--- src/rtl/rv_ctrl_pkg.sv ---
// rtl/rv_ctrl_pkg.sv - shared opcodes, states and select encodings for the multicycle RV32I control path
package rv_ctrl_pkg;

  localparam logic [6:0] OP_OP     = 7'b0110011;
  localparam logic [6:0] OP_IMM    = 7'b0010011;
  localparam logic [6:0] OP_LOAD   = 7'b0000011;
  localparam logic [6:0] OP_STORE  = 7'b0100011;
  localparam logic [6:0] OP_BRANCH = 7'b1100011;
  localparam logic [6:0] OP_JALR   = 7'b1100111;
  localparam logic [6:0] OP_JAL    = 7'b1101111;
  localparam logic [6:0] OP_LUI    = 7'b0110111;
  localparam logic [6:0] OP_AUIPC  = 7'b0010111;
  localparam logic [6:0] OP_FENCE  = 7'b0001111;
  localparam logic [6:0] OP_SYSTEM = 7'b1110011;

  typedef enum logic [2:0] {
    ST_FETCH  = 3'd0,
    ST_DECODE = 3'd1,
    ST_EXEC   = 3'd2,
    ST_MEM    = 3'd3,
    ST_WB     = 3'd4,
    ST_HALT   = 3'd5
  } state_t;

  localparam logic [3:0] ALU_ADD  = 4'd0;
  localparam logic [3:0] ALU_SUB  = 4'd1;
  localparam logic [3:0] ALU_AND  = 4'd2;
  localparam logic [3:0] ALU_OR   = 4'd3;
  localparam logic [3:0] ALU_XOR  = 4'd4;
  localparam logic [3:0] ALU_SLL  = 4'd5;
  localparam logic [3:0] ALU_SRL  = 4'd6;
  localparam logic [3:0] ALU_SRA  = 4'd7;
  localparam logic [3:0] ALU_SLT  = 4'd8;
  localparam logic [3:0] ALU_SLTU = 4'd9;

  localparam logic [2:0] IMM_I    = 3'd0;
  localparam logic [2:0] IMM_S    = 3'd1;
  localparam logic [2:0] IMM_B    = 3'd2;
  localparam logic [2:0] IMM_U    = 3'd3;
  localparam logic [2:0] IMM_J    = 3'd4;
  localparam logic [2:0] IMM_NONE = 3'd7;

  localparam logic [1:0] PC_PLUS4 = 2'd0;
  localparam logic [1:0] PC_IMM   = 2'd1;
  localparam logic [1:0] PC_ALU   = 2'd2;

  localparam logic [1:0] ALU_A_RS1  = 2'd0;
  localparam logic [1:0] ALU_A_PC   = 2'd1;
  localparam logic [1:0] ALU_A_ZERO = 2'd2;

  localparam logic ALU_B_RS2 = 1'b0;
  localparam logic ALU_B_IMM = 1'b1;

  localparam logic [1:0] WB_ALU = 2'd0;
  localparam logic [1:0] WB_MEM = 2'd1;
  localparam logic [1:0] WB_PC4 = 2'd2;

  function automatic logic [2:0] imm_type_of(input logic [6:0] opcode);
    case (opcode)
      OP_IMM, OP_LOAD, OP_JALR, OP_FENCE, OP_SYSTEM: imm_type_of = IMM_I;
      OP_STORE:                                      imm_type_of = IMM_S;
      OP_BRANCH:                                     imm_type_of = IMM_B;
      OP_LUI, OP_AUIPC:                              imm_type_of = IMM_U;
      OP_JAL:                                        imm_type_of = IMM_J;
      default:                                       imm_type_of = IMM_NONE;
    endcase
  endfunction

  function automatic logic is_exec_opcode(input logic [6:0] opcode);
    case (opcode)
      OP_OP, OP_IMM, OP_LOAD, OP_STORE, OP_BRANCH,
      OP_JALR, OP_JAL, OP_LUI, OP_AUIPC: is_exec_opcode = 1'b1;
      default:                           is_exec_opcode = 1'b0;
    endcase
  endfunction

endpackage

--- src/rtl/multicycle_ctrl_if.sv ---
// rtl/multicycle_ctrl_if.sv - control/datapath bundle between the sequencer and the datapath
interface multicycle_ctrl_if;
  logic [31:0] inst;
  logic        mem_ready;
  logic        branch_taken;
  logic        ir_we;
  logic        pc_we;
  logic        rf_we;
  logic        mem_req;
  logic        mem_we;
  logic        mem_addr_sel;
  logic [1:0]  pc_sel;
  logic [1:0]  alu_a_sel;
  logic        alu_b_sel;
  logic [3:0]  alu_op;
  logic [1:0]  wb_sel;
  logic [2:0]  imm_type;

  modport master (
    input  inst, mem_ready, branch_taken,
    output ir_we, pc_we, rf_we, mem_req, mem_we, mem_addr_sel,
           pc_sel, alu_a_sel, alu_b_sel, alu_op, wb_sel, imm_type
  );

  modport slave (
    output inst, mem_ready, branch_taken,
    input  ir_we, pc_we, rf_we, mem_req, mem_we, mem_addr_sel,
           pc_sel, alu_a_sel, alu_b_sel, alu_op, wb_sel, imm_type
  );
endinterface

--- src/rtl/alu_op_decoder.sv ---
// rtl/alu_op_decoder.sv - maps opcode/funct3/inst[30] to the ALU operation code
module alu_op_decoder
  import rv_ctrl_pkg::*;
(
  input  logic [6:0] opcode,
  input  logic [2:0] funct3,
  input  logic       funct7_5,
  output logic [3:0] alu_op
);

  logic is_r;

  always_comb begin
    alu_op = ALU_ADD;
    is_r   = (opcode == OP_OP);
    if (opcode == OP_OP || opcode == OP_IMM) begin
      case (funct3)
        3'b000:  alu_op = (is_r && funct7_5) ? ALU_SUB : ALU_ADD;
        3'b001:  alu_op = ALU_SLL;
        3'b010:  alu_op = ALU_SLT;
        3'b011:  alu_op = ALU_SLTU;
        3'b100:  alu_op = ALU_XOR;
        // inst[30] selects arithmetic shift in both R and I forms
        3'b101:  alu_op = funct7_5 ? ALU_SRA : ALU_SRL;
        3'b110:  alu_op = ALU_OR;
        default: alu_op = ALU_AND;
      endcase
    end else if (opcode == OP_BRANCH) begin
      alu_op = ALU_SUB;
    end
  end

endmodule

--- src/rtl/multicycle_ctrl.sv ---
// rtl/multicycle_ctrl.sv - FETCH/DECODE/EXEC/MEM/WB sequencer driving the RV32I multicycle datapath
module multicycle_ctrl
  import rv_ctrl_pkg::*;
(
  input  logic                     clk,
  input  logic                     rst,
  multicycle_ctrl_if.master        bus,
  output logic [2:0]               state,
  output logic                     illegal
);

  state_t     state_q;
  state_t     state_d;
  logic       set_illegal;
  logic       ir_we_d;
  logic       pc_we_d;
  logic       rf_we_d;
  logic       mem_req_d;
  logic       mem_we_d;
  logic [6:0] opcode;
  logic [3:0] dec_alu_op;

  assign opcode = bus.inst[6:0];

  alu_op_decoder u_alu_op_decoder (
    .opcode   (opcode),
    .funct3   (bus.inst[14:12]),
    .funct7_5 (bus.inst[30]),
    .alu_op   (dec_alu_op)
  );

  always_ff @(posedge clk) begin
    if (rst) begin
      state_q <= ST_FETCH;
      illegal <= 1'b0;
    end else begin
      state_q <= state_d;
      if (set_illegal) begin
        illegal <= 1'b1;
      end
    end
  end

  always_comb begin
    state_d          = state_q;
    set_illegal      = 1'b0;
    ir_we_d          = 1'b0;
    pc_we_d          = 1'b0;
    rf_we_d          = 1'b0;
    mem_req_d        = 1'b0;
    mem_we_d         = 1'b0;
    bus.mem_addr_sel = 1'b0;
    bus.pc_sel       = PC_PLUS4;
    bus.alu_a_sel    = ALU_A_RS1;
    bus.alu_b_sel    = ALU_B_RS2;
    bus.alu_op       = ALU_ADD;
    bus.wb_sel       = WB_ALU;
    bus.imm_type     = IMM_I;

    if (state_q != ST_FETCH && state_q != ST_HALT) begin
      bus.imm_type = imm_type_of(opcode);
    end

    // The ALU is combinational: operands stay applied through MEM/WB so the
    // address (loads/stores) and rs1+imm (JALR) remain valid where consumed.
    if (state_q == ST_EXEC || state_q == ST_MEM || state_q == ST_WB) begin
      bus.alu_op = dec_alu_op;
      case (opcode)
        OP_IMM, OP_LOAD, OP_STORE, OP_JALR: begin
          bus.alu_b_sel = ALU_B_IMM;
        end
        OP_LUI: begin
          bus.alu_a_sel = ALU_A_ZERO;
          bus.alu_b_sel = ALU_B_IMM;
        end
        OP_AUIPC: begin
          bus.alu_a_sel = ALU_A_PC;
          bus.alu_b_sel = ALU_B_IMM;
        end
        default: ;
      endcase
    end

    case (state_q)
      ST_FETCH: begin
        mem_req_d = 1'b1;
        if (bus.mem_ready) begin
          ir_we_d = 1'b1;
          state_d = ST_DECODE;
        end
      end
      ST_DECODE: begin
        if (is_exec_opcode(opcode)) begin
          state_d = ST_EXEC;
        end else if (opcode == OP_FENCE) begin
          pc_we_d = 1'b1;
          state_d = ST_FETCH;
        end else begin
          state_d     = ST_HALT;
          set_illegal = (opcode != OP_SYSTEM);
        end
      end
      ST_EXEC: begin
        case (opcode)
          OP_LOAD, OP_STORE: state_d = ST_MEM;
          OP_BRANCH: begin
            pc_we_d    = 1'b1;
            bus.pc_sel = bus.branch_taken ? PC_IMM : PC_PLUS4;
            state_d    = ST_FETCH;
          end
          default: state_d = ST_WB;
        endcase
      end
      ST_MEM: begin
        mem_req_d        = 1'b1;
        bus.mem_addr_sel = 1'b1;
        mem_we_d         = (opcode == OP_STORE);
        if (bus.mem_ready) begin
          if (opcode == OP_STORE) begin
            pc_we_d = 1'b1;
            state_d = ST_FETCH;
          end else begin
            state_d = ST_WB;
          end
        end
      end
      ST_WB: begin
        rf_we_d = 1'b1;
        pc_we_d = 1'b1;
        state_d = ST_FETCH;
        case (opcode)
          OP_LOAD: bus.wb_sel = WB_MEM;
          OP_JAL: begin
            bus.wb_sel = WB_PC4;
            bus.pc_sel = PC_IMM;
          end
          OP_JALR: begin
            bus.wb_sel = WB_PC4;
            bus.pc_sel = PC_ALU;
          end
          default: ;
        endcase
      end
      ST_HALT: ;
      default: state_d = ST_HALT;
    endcase
  end

  // Strobes are masked by rst in the same cycle so an aborted access never writes.
  assign bus.ir_we   = ir_we_d   & ~rst;
  assign bus.pc_we   = pc_we_d   & ~rst;
  assign bus.rf_we   = rf_we_d   & ~rst;
  assign bus.mem_req = mem_req_d & ~rst;
  assign bus.mem_we  = mem_we_d  & ~rst;

  assign state = state_q;

endmodule

--- src/flat_wrapper.sv ---
// flat-port wrapper written by rule: the top's interface ports become plain ports
module multicycle_ctrl_flat import rv_ctrl_pkg::*;
  (clk, rst, state, illegal, bus_inst, bus_mem_ready, bus_branch_taken, bus_ir_we, bus_pc_we, bus_rf_we, bus_mem_req, bus_mem_we, bus_mem_addr_sel, bus_pc_sel, bus_alu_a_sel, bus_alu_b_sel, bus_alu_op, bus_wb_sel, bus_imm_type);
  multicycle_ctrl_if bus_i ();
  input  logic clk;
  input  logic rst;
  output logic [2:0] state;
  output logic illegal;
  input wire logic [$bits(bus_i.inst)-1:0] bus_inst;
  input wire logic [$bits(bus_i.mem_ready)-1:0] bus_mem_ready;
  input wire logic [$bits(bus_i.branch_taken)-1:0] bus_branch_taken;
  output wire logic [$bits(bus_i.ir_we)-1:0] bus_ir_we;
  output wire logic [$bits(bus_i.pc_we)-1:0] bus_pc_we;
  output wire logic [$bits(bus_i.rf_we)-1:0] bus_rf_we;
  output wire logic [$bits(bus_i.mem_req)-1:0] bus_mem_req;
  output wire logic [$bits(bus_i.mem_we)-1:0] bus_mem_we;
  output wire logic [$bits(bus_i.mem_addr_sel)-1:0] bus_mem_addr_sel;
  output wire logic [$bits(bus_i.pc_sel)-1:0] bus_pc_sel;
  output wire logic [$bits(bus_i.alu_a_sel)-1:0] bus_alu_a_sel;
  output wire logic [$bits(bus_i.alu_b_sel)-1:0] bus_alu_b_sel;
  output wire logic [$bits(bus_i.alu_op)-1:0] bus_alu_op;
  output wire logic [$bits(bus_i.wb_sel)-1:0] bus_wb_sel;
  output wire logic [$bits(bus_i.imm_type)-1:0] bus_imm_type;
  assign bus_i.inst = bus_inst;
  assign bus_i.mem_ready = bus_mem_ready;
  assign bus_i.branch_taken = bus_branch_taken;
  assign bus_ir_we = bus_i.ir_we;
  assign bus_pc_we = bus_i.pc_we;
  assign bus_rf_we = bus_i.rf_we;
  assign bus_mem_req = bus_i.mem_req;
  assign bus_mem_we = bus_i.mem_we;
  assign bus_mem_addr_sel = bus_i.mem_addr_sel;
  assign bus_pc_sel = bus_i.pc_sel;
  assign bus_alu_a_sel = bus_i.alu_a_sel;
  assign bus_alu_b_sel = bus_i.alu_b_sel;
  assign bus_alu_op = bus_i.alu_op;
  assign bus_wb_sel = bus_i.wb_sel;
  assign bus_imm_type = bus_i.imm_type;
  multicycle_ctrl u_core (.clk(clk), .rst(rst), .bus(bus_i), .state(state), .illegal(illegal));
endmodule
--- config.mk ---
export PLATFORM = sky130hd
export DESIGN_NAME = multicycle_ctrl_flat
export DESIGN_NICKNAME = d
export VERILOG_FILES = /design/src/rtl/rv_ctrl_pkg.sv /design/src/rtl/multicycle_ctrl_if.sv /design/src/rtl/alu_op_decoder.sv /design/src/rtl/multicycle_ctrl.sv /design/src/flat_wrapper.sv
export SDC_FILE = /design/constraint.sdc
export NUM_CORES = 1
export LEC_CHECK = 0
export CORE_UTILIZATION = 33
export CTS_BUF_LIST = sky130_fd_sc_hd__clkbuf_16
export CTS_CLUSTER_SIZE = 30
export DETAILED_ROUTE_END_ITERATION = 8
export GPL_TIMING_DRIVEN = 0
export PLACE_DENSITY_LB_ADDON = 0.15
export REMOVE_ABC_BUFFERS = 1
export SLEW_MARGIN = 15
export SYNTH_ARGS = -nofsm -noshare
export SYNTH_HDL_FRONTEND = slang
export SYNTH_SLANG_ARGS = --single-unit
--- constraint.sdc ---
create_clock -name clk -period 1.7 [get_ports clk]
set_input_delay 0.255 -clock clk [delete_from_list [all_inputs] [get_ports clk]]
set_output_delay 0.255 -clock clk [all_outputs]
set_load 0.005 [all_outputs]
== After elaboration in Yosys (flattened, before gate mapping) ==
Cells that the tools add are included.

* Flip-flop bits (word level): 4
* Bits of input ports: 36
* Output and inout bits: 24

* Equal/unequal tests: 26
* Muxes and demuxes: 42
* Bitwise gates (word level): 7
* Reductions and logical operators: 16

{| class="wikitable"
|+ Operators with widths
! operator !! number
|-
| 7-bit == test, second input constant || 4
|-
| 4-bit case mux with 7 select lines || 1
|-
| 1-bit 2-to-1 mux || 22
|-
| 7-bit by 6-bit == test with 1-bit output, second input constant || 3
|-
| 3-bit 2-to-1 mux || 6
|-
| 3-bit case mux with 6 select lines || 1
|-
| 2-bit case mux with 2 select lines || 4
|-
| 3-bit == test, second input constant || 5
|-
| 3-bit case mux with 5 select lines || 1
|-
| 7-bit by 5-bit == test with 1-bit output, second input constant || 2
|-
| 3-bit by 2-bit == test with 1-bit output, second input constant || 4
|-
| 9-bit OR reduction || 1
|-
| 4-bit 2-to-1 mux || 2
|-
| 2-bit OR reduction || 4
|-
| 7-bit by 2-bit == test with 1-bit output, second input constant || 1
|-
| 7-bit by 4-bit == test with 1-bit output, second input constant || 1
|-
| 7-bit != test, second input constant || 1
|-
| 3-bit by 1-bit == test with 1-bit output, second input constant || 2
|-
| 3-bit logical NOT || 2
|-
| 2-bit 2-to-1 mux || 3
|-
| 3-bit case mux with 2 select lines || 1
|-
| 6-bit OR reduction || 1
|-
| 1-bit AND || 5
|-
| 5-bit OR reduction || 1
|-
| other kinds (8) || 13
|}

== Longest topological paths before layout ==
* Depth in word-level cells: 7
* Depth in mapped cells: 5

== Cells and area by module ==
Synthesis repeated with hierarchy kept, for this count alone.

* Cell total of the unflattened synthesis: 130
* Area, all modules: 848.3 µm²

{| class="wikitable"
|+ By module, submodules not included
! module !! times used !! cells each !! area each (µm²) !! sequential area each (µm²)
|-
| multicycle_ctrl || 1 || 114 || 739.5 || 80.1
|-
| alu_op_decoder || 1 || 16 || 108.9 || 0.0
|}

== Worst setup path before layout ==
OpenSTA, ideal clock, no wires.

* Kind: register -> output
* Start point: register u_core.state_q[2] (netlist: u_core.state[2])
* End point: output port bus_pc_sel[1]
* Arrival time: 1.366 ns
* Required time: 1.445 ns
* Path slack: 0.079 ns
* Stages on the path, launching flop included: 5
* Buffers on the path: 1
* Cell sequence: dfxtp_1 buf_4 or3b_4 nor4_4 and2_1

* Longest elaborated chain between the ends: 2
* Elaborated cells on any way between the ends: 3
* Classes of those cells: eq/ne (2); mux (1)

{| class="wikitable"
|+ Ends and longest elaborated chain
! item !! RTL line !! source
|-
| start, declared || multicycle_ctrl.sv:12 || <nowiki>state_t state_q;</nowiki>
|-
| start signal, assigned || multicycle_ctrl.sv:37 || <nowiki>state_q <= state_d;</nowiki>
|-
| 3-bit == test / 3-bit by 2-bit == test with 1-bit output (equally long branches) || multicycle_ctrl.sv:84 || <nowiki>case (state_q)</nowiki>
|-
| 2-bit case mux with 2 select lines * || multicycle_ctrl.sv:84 ||
|-
| end, declared || flat_wrapper.sv:18 || <nowiki>output wire logic [$bits(bus_i.pc_sel)-1:0] bus_pc_sel;</nowiki>
|}

Every way passes the cells marked *; elsewhere a longest branch is shown, timed or not.

== Worst setup path in the final report ==
* Start point: register u_core.state_q[1] (netlist: u_core.state[1])
* End point: output port bus_alu_op[0]

* Longest elaborated chain between the ends: 4
* Elaborated cells on any way between the ends: 6
* Classes of those cells: eq/ne (3); mux (1); reduce/logical (2)

{| class="wikitable"
|+ Ends and longest elaborated chain
! item !! RTL line !! source
|-
| 3-bit by 2-bit == test with 1-bit output || multicycle_ctrl.sv:66 || <nowiki>if (state_q == ST_EXEC || state_q == ST_MEM || state_q == ST_WB) begin</nowiki>
|-
| 1-bit logical OR || multicycle_ctrl.sv:66 ||
|-
| 1-bit logical OR * || multicycle_ctrl.sv:66 ||
|-
| 4-bit 2-to-1 mux * || multicycle_ctrl.sv:66 ||
|-
| end, declared || flat_wrapper.sv:21 || <nowiki>output wire logic [$bits(bus_i.alu_op)-1:0] bus_alu_op;</nowiki>
|}

Marks and branches as above.

==> results.py <==
metrics = {
    "timing": {
        "setup_slack_ps": -175.2,
        "final-max-slew-violation-count": 0,
        "timing.final.crit_share": 1.103,
        "grt_setup_unrepaired": "yes",
        "hold_violations": 0,
        "slew_headroom": 0.7606,
        "fmax_mhz": 533.3,
        "period_needed_ps": 1875,
        "timing.setup.tns_ps": -1122,
        "setup_viol_count_final": 12,
        "finClkSkew_ps": 0.2655,
        "worst_slew_pin_slew_ps": 354.3,
    },
    "power": {
        "swShare": 0.2838,
        "p_seq_frac": 0.143,
        "p_per_area_mw_per_mm2": 532.8,
        "p_int_w": 0.0005204,
        "power.switching_w": 0.0002063,
        "leakage_nw": 0.5982,
        "clkPwrFrac": 0.502,
        "vdd_drop_max_v": 0.001150,
        "p_comb_frac": 0.356,
    },
    "placement": {
        "hpwl_mm": 1.741,
        "post-place-ws_ps": -1146,
        "dp_cells": 174,
        "gp_congestion": 0.8221,
        "io_buffers": 38,
    },
    "setup_path": {
        "end_kind": "primary output",
        "critPathLaunchType": "flip-flop",
        "slowest_stage": "or3b_4",
        "crit_path_max_fanout": 5,
        "path_cells": "or3b_4 > nand2_4 > buf_6 > nand3_4 > o2bb2ai_2 > buf_2",
        "cp_slowest_stage_delay_ps": 430,
        "r2r_cells": 5,
        "worstPathArrival_ps": 1620,
        "required_ps": 1440,
        "criticalPathCategory": "flip-flop to primary output",
    },
    "route": {
        "drc": 0,
        "post_drt_wl_per_cell_um": 14.49,
        "first_pass_iters": 4,
        "drt_wl_total_mm": 2.738,
        "vias": 1064,
        "ant_nets": 0,
        "viasPerCell": 5.630,
        "drt_iter0_drc": 30,
    },
    "clocking": {
        "holdBufCountCts": 0,
        "cts-root-buf": "clkbuf_16",
        "cts_buffers": 3,
        "cts_tree": "done",
        "clock-sinks": 4,
        "htree_levels": 1,
        "clk_pin_slew_ps": 30,
        "clockBufferDepth": 2,
        "worstSkewPairLatency_ps": 220,
    },
    "global_route": {
        "grt_pass1_vias": 943,
        "gr-total-overflow": 0,
        "antenna_found_initial": 0,
        "grt_pass1_wl_mm": 4.222,
        "grt_start_max_net_pins": 15,
        "grt_use_total": 0.2153,
    },
    "status": {
        "failed_checks": "negative setup slack",
        "status": "finished, violations left",
    },
    "hold_path": {
        "min_delay_path_depth": 3,
        "hold_class": "input pin to flip-flop",
    },
    "synth": {
        "syn-cell-area_um2": 767.0,
        "synth_area_leaders": "dfxtp_1, nor2_1, o22ai_1",
        "async_flop_share": 0,
        "synth_top_cell_by_area": "dfxtp_1",
        "synth_edf_count": 0,
        "ys_seq_area_frac": 0.1044,
        "yosys_warnings": 0,
        "syn_area_per_cell_um2": 6.555,
        "syn_inst": 117,
        "ys.flop_type": "dfxtp_1",
        "synth-seq-cells": 4,
        "synth.top_cell.area_share": 0.1044,
        "ys_types": 44,
    },
    "floorplan": {
        "rows": 17,
        "die_area_mm2": 0.002521,
        "die_h_um": 50.21,
        "start_util": 0.3501,
        "coreArea_mm2": 0.002191,
        "die_w_um": 50.21,
        "ioPinCount": 60,
    },
    "final_layout": {
        "area_growth_syn_to_layout_pct": 77.81,
        "final_cell_count_no_fill": 189,
        "seq_area_um2": 91.34,
        "antennaDiodeCount": 0,
        "multi_input_area_um2": 733.2,
        "fin_nets": 199,
        "fill_cells": 198,
        "drive_above_1_share": 0.4224,
        "fin_util": 0.6225,
    },
    "job": {
        "maxCapViolCount": 0,
    },
}
-- repair_timing --
| action | in CTS | in global routing |
|---|---|---|
| endpoints found under the setup margin | 22 | 17 |
| setup buffers | 9 | 3 |
| gates resized for setup | 117 | 10 |
| pin swaps | 11 | 6 |
-- metrics by stage --
stage | total power, W | hold WS (ps) | area, um2
final | 0.0007267 | 481.0 | 1364
after global routing | 0.0007604 | 508.0 | 1364
after CTS | 0.0007188 | 467.5 | 1308
after detailed placement | 0.0003376 | 516.5 | 1126
after global placement | 0.0003355 | 509.1 | 1126
after floorplan | 0.0002168 | 416.7 | 710.7
-- cell type report --
type                    instances  area share
multi-input cells              96      0.5376
repair buffers                 50      0.2927
flip-flops and latches          4     0.06697
clock buffers                   3     0.05505
well taps                      28     0.02569
inverters                       8     0.02202
-- critical path, delay by kind of cell (launching register included) --
kind / cells / cell delay, ps
and+or+nand+nor: 3 / 630
buffers and inverters: 2 / 240
DFF: 1 / 350
AOI/OAI and AO/OA: 1 / 170
-- cell usage after synthesis, types with 2 or more instances --
| cell type | instances |
|---|---|
| a31oi_1 | 2 |
| nand2_1 | 9 |
| a211oi_1 | 2 |
| nor2_1 | 19 |
| buf_4 | 3 |
| nor4_1 | 3 |
| clkbuf_1 | 2 |
| maj3_1 | 2 |
| o221a_2 | 2 |
| o21ai_0 | 3 |
| o22ai_1 | 6 |
| a21oi_1 | 7 |
| dfxtp_1 | 4 |
| nand2b_1 | 3 |
| nor2b_1 | 2 |
| or3_1 | 2 |
| buf_2 | 3 |
| inv_1 | 7 |
| xor2_1 | 2 |
| o2bb2ai_1 | 2 |
| nand3_1 | 3 |
| nor3_1 | 7 |
-- logic make-up (layout without fill, tap and decap cells) --
group           after synthesis  in the layout  share of synthesized area
simple gates                 62             62                     0.4584
compound gates               30             30                     0.2757
buf+inv                      17             61                     0.1126
flops                         4              4                     0.1044
fa+ha+maj                     2              2                    0.02610
xor+xnor                      2              2                    0.02284
-- state kept, by name, indices dropped and copies added, names as in the netlist --
name            cells
u_core.illegal      1
u_core.state        3
-- cell usage in the layout (no fill, tap or decap), drive strengths merged, types with 5 or more instances in the layout --
cell | netlist | final
nand2 | 10 | 10
buf | 7 | 29
clkdlybuf4s50 | 0 | 11
nor3 | 7 | 7
inv | 8 | 8
o22ai | 6 | 6
nor2 | 19 | 19
a21oi | 7 | 7
nor4 | 5 | 5
dlygate4sd2 | 0 | 7
-- path summary, 6_finish.rpt --
path | startpoint | slack [ps] | end
setup / recovery | u_core.state[1] | -180 | bus_alu_op[0]
hold / removal | bus_inst[6] | 480 | u_core.illegal
setup reg to reg | u_core.state[0] | 190 | u_core.state[1]
hold reg to reg | u_core.illegal | 520 | u_core.illegal
-- metal layers --
layer / GRT usage / vias to the layer above / part of all wire
met5: 0 / - / 0
li1: - / 526 / -
met3: 0.01818 / 2 / 0.042
met2: 0.3644 / 33 / 0.52
met4: 0.07143 / 0 / 0.0077
met1: 0.2834 / 503 / 0.43
-- power by group through the flow --
| stage | Sequential (W) | Clock (W) | Combinational (W) |
|---|---|---|---|
| detailed placement | 0.000115 | 0 | 0.000223 |
| CTS | 0.000103 | 0.000371 | 0.000244 |
| global route | 0.000104 | 0.000375 | 0.000281 |
| global placement | 0.000115 | 0 | 0.000221 |
| floorplan | 0.000113 | 0 | 0.000104 |
| finish | 0.000104 | 0.000364 | 0.000258 |
(Power assumes the default switching activity.)
